`src/rtl/control_unit.sv`:
```
// Main decoder for the MIPS-subset single-cycle datapath: turns Op/Fun plus the
// ALU equal/sign flags into registered datapath strobes (one cycle of latency).
module control_unit (
   input  logic       clk,
   input  logic       reset,
   input  logic [5:0] Op,
   input  logic [5:0] Fun,
   input  logic       equal,
   input  logic       sign,
   output logic       nPC_sel,
   output logic       RegWr,
   output logic       RegDst,
   output logic       ExtOp,
   output logic       ALUSrc,
   output logic [2:0] ALUctr,
   output logic       MemWr,
   output logic       MemtoReg
);

   localparam logic [5:0] OP_RTYPE = 6'b000000;
   localparam logic [5:0] OP_ADDI  = 6'b001000;
   localparam logic [5:0] OP_ADDIU = 6'b001001;
   localparam logic [5:0] OP_SLTI  = 6'b001010;
   localparam logic [5:0] OP_SLTIU = 6'b001011;
   localparam logic [5:0] OP_ANDI  = 6'b001100;
   localparam logic [5:0] OP_ORI   = 6'b001101;
   localparam logic [5:0] OP_XORI  = 6'b001110;
   localparam logic [5:0] OP_LW    = 6'b100011;
   localparam logic [5:0] OP_SW    = 6'b101011;
   localparam logic [5:0] OP_BEQ   = 6'b000100;
   localparam logic [5:0] OP_BNE   = 6'b000101;
   localparam logic [5:0] OP_BLEZ  = 6'b000110;
   localparam logic [5:0] OP_BGTZ  = 6'b000111;

   localparam logic [5:0] FN_ADD   = 6'b100000;
   localparam logic [5:0] FN_ADDU  = 6'b100001;
   localparam logic [5:0] FN_SUB   = 6'b100010;
   localparam logic [5:0] FN_SUBU  = 6'b100011;
   localparam logic [5:0] FN_AND   = 6'b100100;
   localparam logic [5:0] FN_OR    = 6'b100101;
   localparam logic [5:0] FN_XOR   = 6'b100110;
   localparam logic [5:0] FN_NOR   = 6'b100111;
   localparam logic [5:0] FN_SLT   = 6'b101010;
   localparam logic [5:0] FN_SLTU  = 6'b101011;

   typedef enum logic [2:0] {
      ALU_ADD  = 3'b000,
      ALU_SUB  = 3'b001,
      ALU_AND  = 3'b010,
      ALU_OR   = 3'b011,
      ALU_SLT  = 3'b100,
      ALU_SLTU = 3'b101,
      ALU_XOR  = 3'b110,
      ALU_NOR  = 3'b111
   } alu_op_t;

   logic       w_nPC_sel;
   logic       w_RegWr;
   logic       w_RegDst;
   logic       w_ExtOp;
   logic       w_ALUSrc;
   alu_op_t    w_ALUctr;
   logic       w_MemWr;
   logic       w_MemtoReg;

   logic       r_nPC_sel;
   logic       r_RegWr;
   logic       r_RegDst;
   logic       r_ExtOp;
   logic       r_ALUSrc;
   logic [2:0] r_ALUctr;
   logic       r_MemWr;
   logic       r_MemtoReg;

   // Anything not matched (including X/Z on Op or Fun) falls through to an all-zero NOP.
   always_comb begin
      w_nPC_sel  = 1'b0;
      w_RegWr    = 1'b0;
      w_RegDst   = 1'b0;
      w_ExtOp    = 1'b0;
      w_ALUSrc   = 1'b0;
      w_ALUctr   = ALU_ADD;
      w_MemWr    = 1'b0;
      w_MemtoReg = 1'b0;
      case (Op)
         OP_RTYPE: begin
            w_RegWr  = 1'b1;
            w_RegDst = 1'b1;
            case (Fun)
               FN_ADD, FN_ADDU: w_ALUctr = ALU_ADD;
               FN_SUB, FN_SUBU: w_ALUctr = ALU_SUB;
               FN_AND:          w_ALUctr = ALU_AND;
               FN_OR:           w_ALUctr = ALU_OR;
               FN_XOR:          w_ALUctr = ALU_XOR;
               FN_NOR:          w_ALUctr = ALU_NOR;
               FN_SLT:          w_ALUctr = ALU_SLT;
               FN_SLTU:         w_ALUctr = ALU_SLTU;
               default: begin
                  w_RegWr  = 1'b0;
                  w_RegDst = 1'b0;
               end
            endcase
         end
         OP_ADDI, OP_ADDIU: begin
            w_RegWr  = 1'b1;
            w_ALUSrc = 1'b1;
            w_ExtOp  = 1'b1;
            w_ALUctr = ALU_ADD;
         end
         OP_SLTI: begin
            w_RegWr  = 1'b1;
            w_ALUSrc = 1'b1;
            w_ExtOp  = 1'b1;
            w_ALUctr = ALU_SLT;
         end
         OP_SLTIU: begin
            w_RegWr  = 1'b1;
            w_ALUSrc = 1'b1;
            w_ExtOp  = 1'b1;
            w_ALUctr = ALU_SLTU;
         end
         OP_ANDI: begin
            w_RegWr  = 1'b1;
            w_ALUSrc = 1'b1;
            w_ALUctr = ALU_AND;
         end
         OP_ORI: begin
            w_RegWr  = 1'b1;
            w_ALUSrc = 1'b1;
            w_ALUctr = ALU_OR;
         end
         OP_XORI: begin
            w_RegWr  = 1'b1;
            w_ALUSrc = 1'b1;
            w_ALUctr = ALU_XOR;
         end
         OP_LW: begin
            w_RegWr    = 1'b1;
            w_ALUSrc   = 1'b1;
            w_ExtOp    = 1'b1;
            w_MemtoReg = 1'b1;
         end
         OP_SW: begin
            w_MemWr  = 1'b1;
            w_ALUSrc = 1'b1;
            w_ExtOp  = 1'b1;
         end
         // Branches compare via subtraction; the flags only matter here.
         OP_BEQ: begin
            w_ExtOp   = 1'b1;
            w_ALUctr  = ALU_SUB;
            w_nPC_sel = equal;
         end
         OP_BNE: begin
            w_ExtOp   = 1'b1;
            w_ALUctr  = ALU_SUB;
            w_nPC_sel = ~equal;
         end
         OP_BLEZ: begin
            w_ExtOp   = 1'b1;
            w_ALUctr  = ALU_SUB;
            w_nPC_sel = equal | sign;
         end
         OP_BGTZ: begin
            w_ExtOp   = 1'b1;
            w_ALUctr  = ALU_SUB;
            w_nPC_sel = ~equal & ~sign;
         end
         default: ;
      endcase
   end

   // Output register: cleared asynchronously, otherwise loads the decode each edge.
   always_ff @(posedge clk or posedge reset) begin
      if (reset) begin
         r_nPC_sel  <= 1'b0;
         r_RegWr    <= 1'b0;
         r_RegDst   <= 1'b0;
         r_ExtOp    <= 1'b0;
         r_ALUSrc   <= 1'b0;
         r_ALUctr   <= 3'b000;
         r_MemWr    <= 1'b0;
         r_MemtoReg <= 1'b0;
      end else begin
         r_nPC_sel  <= w_nPC_sel;
         r_RegWr    <= w_RegWr;
         r_RegDst   <= w_RegDst;
         r_ExtOp    <= w_ExtOp;
         r_ALUSrc   <= w_ALUSrc;
         r_ALUctr   <= w_ALUctr;
         r_MemWr    <= w_MemWr;
         r_MemtoReg <= w_MemtoReg;
      end
   end

   assign nPC_sel  = r_nPC_sel;
   assign RegWr    = r_RegWr;
   assign RegDst   = r_RegDst;
   assign ExtOp    = r_ExtOp;
   assign ALUSrc   = r_ALUSrc;
   assign ALUctr   = r_ALUctr;
   assign MemWr    = r_MemWr;
   assign MemtoReg = r_MemtoReg;

endmodule

```
`config.mk`:
```
export PLATFORM = sky130hd
export DESIGN_NAME = control_unit
export DESIGN_NICKNAME = d
export VERILOG_FILES = /design/src/rtl/control_unit.sv
export SDC_FILE = /design/constraint.sdc
export NUM_CORES = 1
export LEC_CHECK = 0
export ABC_AREA = 1
export BUFFER_PORTS_ARGS = -buffer_cell sky130_fd_sc_hd__buf_2
export CAP_MARGIN = 20
export CORE_AREA = 2 2 39 41
export CTS_CLUSTER_SIZE = 24
export DETAILED_ROUTE_END_ITERATION = 8
export DIE_AREA = 0 0 41 43
export PLACE_DENSITY = 0.75
export REMOVE_ABC_BUFFERS = 1
export SYNTH_ARGS = -nofsm -noshare
export SYNTH_HDL_FRONTEND = slang
export SYNTH_SLANG_ARGS = --single-unit
```
`constraint.sdc`:
```
create_clock -name clk -period 1.1 [get_ports clk]
set_input_delay 0.11 -clock clk [delete_from_list [all_inputs] [get_ports clk]]
set_output_delay 0.11 -clock clk [all_outputs]
set_load 0.03 [all_outputs]
```
==> impl_metrics.json <==
{
  "status": "completed",
  "rsz0062_at_grt": "false",
  "design_power_total_uw": 762,
  "drtPass1Iterations": 4,
  "cts_root_buffer": "clkbuf_4",
  "io-pin-count": 26,
  "cellLeakagePower_nw": 0.515,
  "final_cell_mix": "25 x buf_2, 24 x nand2_1, 18 x inv_1, 11 x nor2_1, 10 x dfrtp_1",
  "max-vdd-ir-drop_mv": 0.375,
  "min_path_type": "in2reg",
  "max-cap-violations": 0,
  "slowest_stage": "dfrtp_1",
  "crit_chain": "buf_2",
  "cts.sinks": 10,
  "area_growth_pct": 30.2,
  "antenna_found_initial": 0,
  "drt_wl_total_um": 1130,
  "finalSetupViolations": 0,
  "die_w_um": 41,
  "cp_top_family": "flip-flops",
  "max_stage_delay_ns": 0.36,
  "slew_viol_final": 0,
  "drcViolationCount": 0,
  "cp-start-kind": "flip-flop",
  "grtUsageTotal": 0.156,
  "die_y_um": 43,
  "avgViaCountPerCell": 4.61,
  "placementRows": 14,
  "cts_htree_levels": 1,
  "mostFrequentLayoutCell": "buf_2",
  "grt_pass1_wl_um": 1900,
  "syn_inst": 87,
  "routabilityCongestion": 0.874,
  "wire_per_inst_um": 8.53,
  "path_max_fanout": 1,
  "vias": 608,
  "ys_types": 14,
  "ys_ff_latch": 10,
  "syn_area_sq_um": 588,
  "cts-resized-gates": 0,
  "dieArea_sq_um": 1760,
  "setup-tns-final_ns": 0,
  "yosysSeqAreaShare": 0.426,
  "hold_viol": 0,
  "gr-total-overflow": 0,
  "drive_gt1_frac": 0.319,
  "arrival_ns": 0.77,
  "fmax_ghz": 1.13,
  "hold_buffers": 1,
  "num-nets-final": 134,
  "grt_max_degree": 11,
  "cts_made_buffers": 3,
  "path_class": "reg2out",
  "endpoint_kind": "primary output",
  "start_util": 0.425,
  "slew-limit-headroom": 0.767,
  "dpl.hpwl_um": 992,
  "cts_setup_buffers": 0,
  "antennaDiodeCount": 0,
  "synth_warnings": 0,
  "avgSynthCellArea_sq_um": 6.76,
  "cts_tree": "built",
  "dr.first_iter.drc_count": 20,
  "ant_nets": 0,
  "power_density_nw_per_um2": 995,
  "io_buffers": 25,
  "design.core.area_sq_um": 1380,
  "worst_pin_slew_ns": 0.349,
  "grt_pass1_vias": 500,
  "fin_crit_ns": 0.885,
  "critPathRequiredTime_ns": 0.99,
  "path_clk_slew_ns": 0.06,
  "final.period_utilization": 0.804,
  "path_buf_inv": 1,
  "cts.path.max_buffers": 2
}
==> metal layers <==
| layer | wire length (um) | global-route usage | part of all wire | vias to the layer above |
|---|---|---|---|---|
| li1 | - | - | - | 320 |
| met1 | 450 | 0.191 | 0.40 | 264 |
| met2 | 595 | 0.253 | 0.53 | 24 |
| met3 | 79 | 0.0157 | 0.070 | 0 |
| met4 | 0 | 0.0800 | 0 | 0 |
| met5 | 0 | 0 | 0 | - |
==> worst paths after layout <==
kind	start	endpoint	slack, ns	depth (start not counted)
max in group asynchronous	reset	RegDst$_DFF_PP0_	0.48	3
min in group asynchronous	reset	MemtoReg$_DFF_PP0_	0.36	3
min	equal	nPC_sel$_DFF_PP0_	0.15	4
max	ALUctr[1]$_DFF_PP0_	ALUctr[1]	0.22	1
==> sequential cells by signal (all words and copies together), names as in the netlist <==
name and cells:
MemWr 1, RegWr 1, ALUSrc 1, nPC_sel 1, ALUctr 3, ExtOp 1, RegDst 1, MemtoReg 1
==> stage by stage <==
step / std cells / cell area [sq um] / hold WS [ns] / setup slack (ns) / util
2_1_floorplan: 87 / 588 / -0.0498 / 0.450 / -
3_3_place_gp: 128 / 733 / 0.0786 / 0.272 / 0.530
3_5_place_dp: 128 / 733 / 0.0892 / 0.217 / 0.530
4_1_cts: 132 / 766 / 0.133 / 0.203 / 0.553
5_1_grt: 132 / 766 / 0.158 / 0.170 / 0.553
6_report: 132 / 766 / 0.146 / 0.215 / 0.553
==> cells in the mapped netlist (all sizes together) <==
cell type,n,share of area
inv,19,0.12
a21oi,2,0.017
nand2,26,0.17
nand3,9,0.085
dfrtp,10,0.43
o21ai,3,0.026
nor2,16,0.13
clkinv,1,0.0064
o21bai,1,0.013
==> area by class of cell <==
| type | instances | area, sq um |
|---|---|---|
| inverters | 20 | 75.1 |
| clock buffers | 3 | 22.5 |
| fillers | 133 | 618 |
| flip-flops and latches | 10 | 250 |
| multi-input cells | 57 | 263 |
| well taps | 16 | 20.0 |
| repair buffers | 26 | 135 |
==> logic make-up (layout without fill, tap and decap cells) <==
| logic type | Yosys count | in the layout | synth area share |
|---|---|---|---|
| simple gates | 51 | 51 | 0.391 |
| buf+inv | 20 | 49 | 0.128 |
| flops | 10 | 10 | 0.426 |
| compound gates | 6 | 6 | 0.0553 |
==> power by group <==
group / switching [mW] / total (mW) / internal [mW]
Combinational: 0.104 / 0.158 / 0.0548
Clock: 0.0976 / 0.222 / 0.125
Sequential: 0.00222 / 0.381 / 0.379
Total: 0.203 / 0.762 / 0.559
No activity file was read; power rests on OpenSTA's default activity.
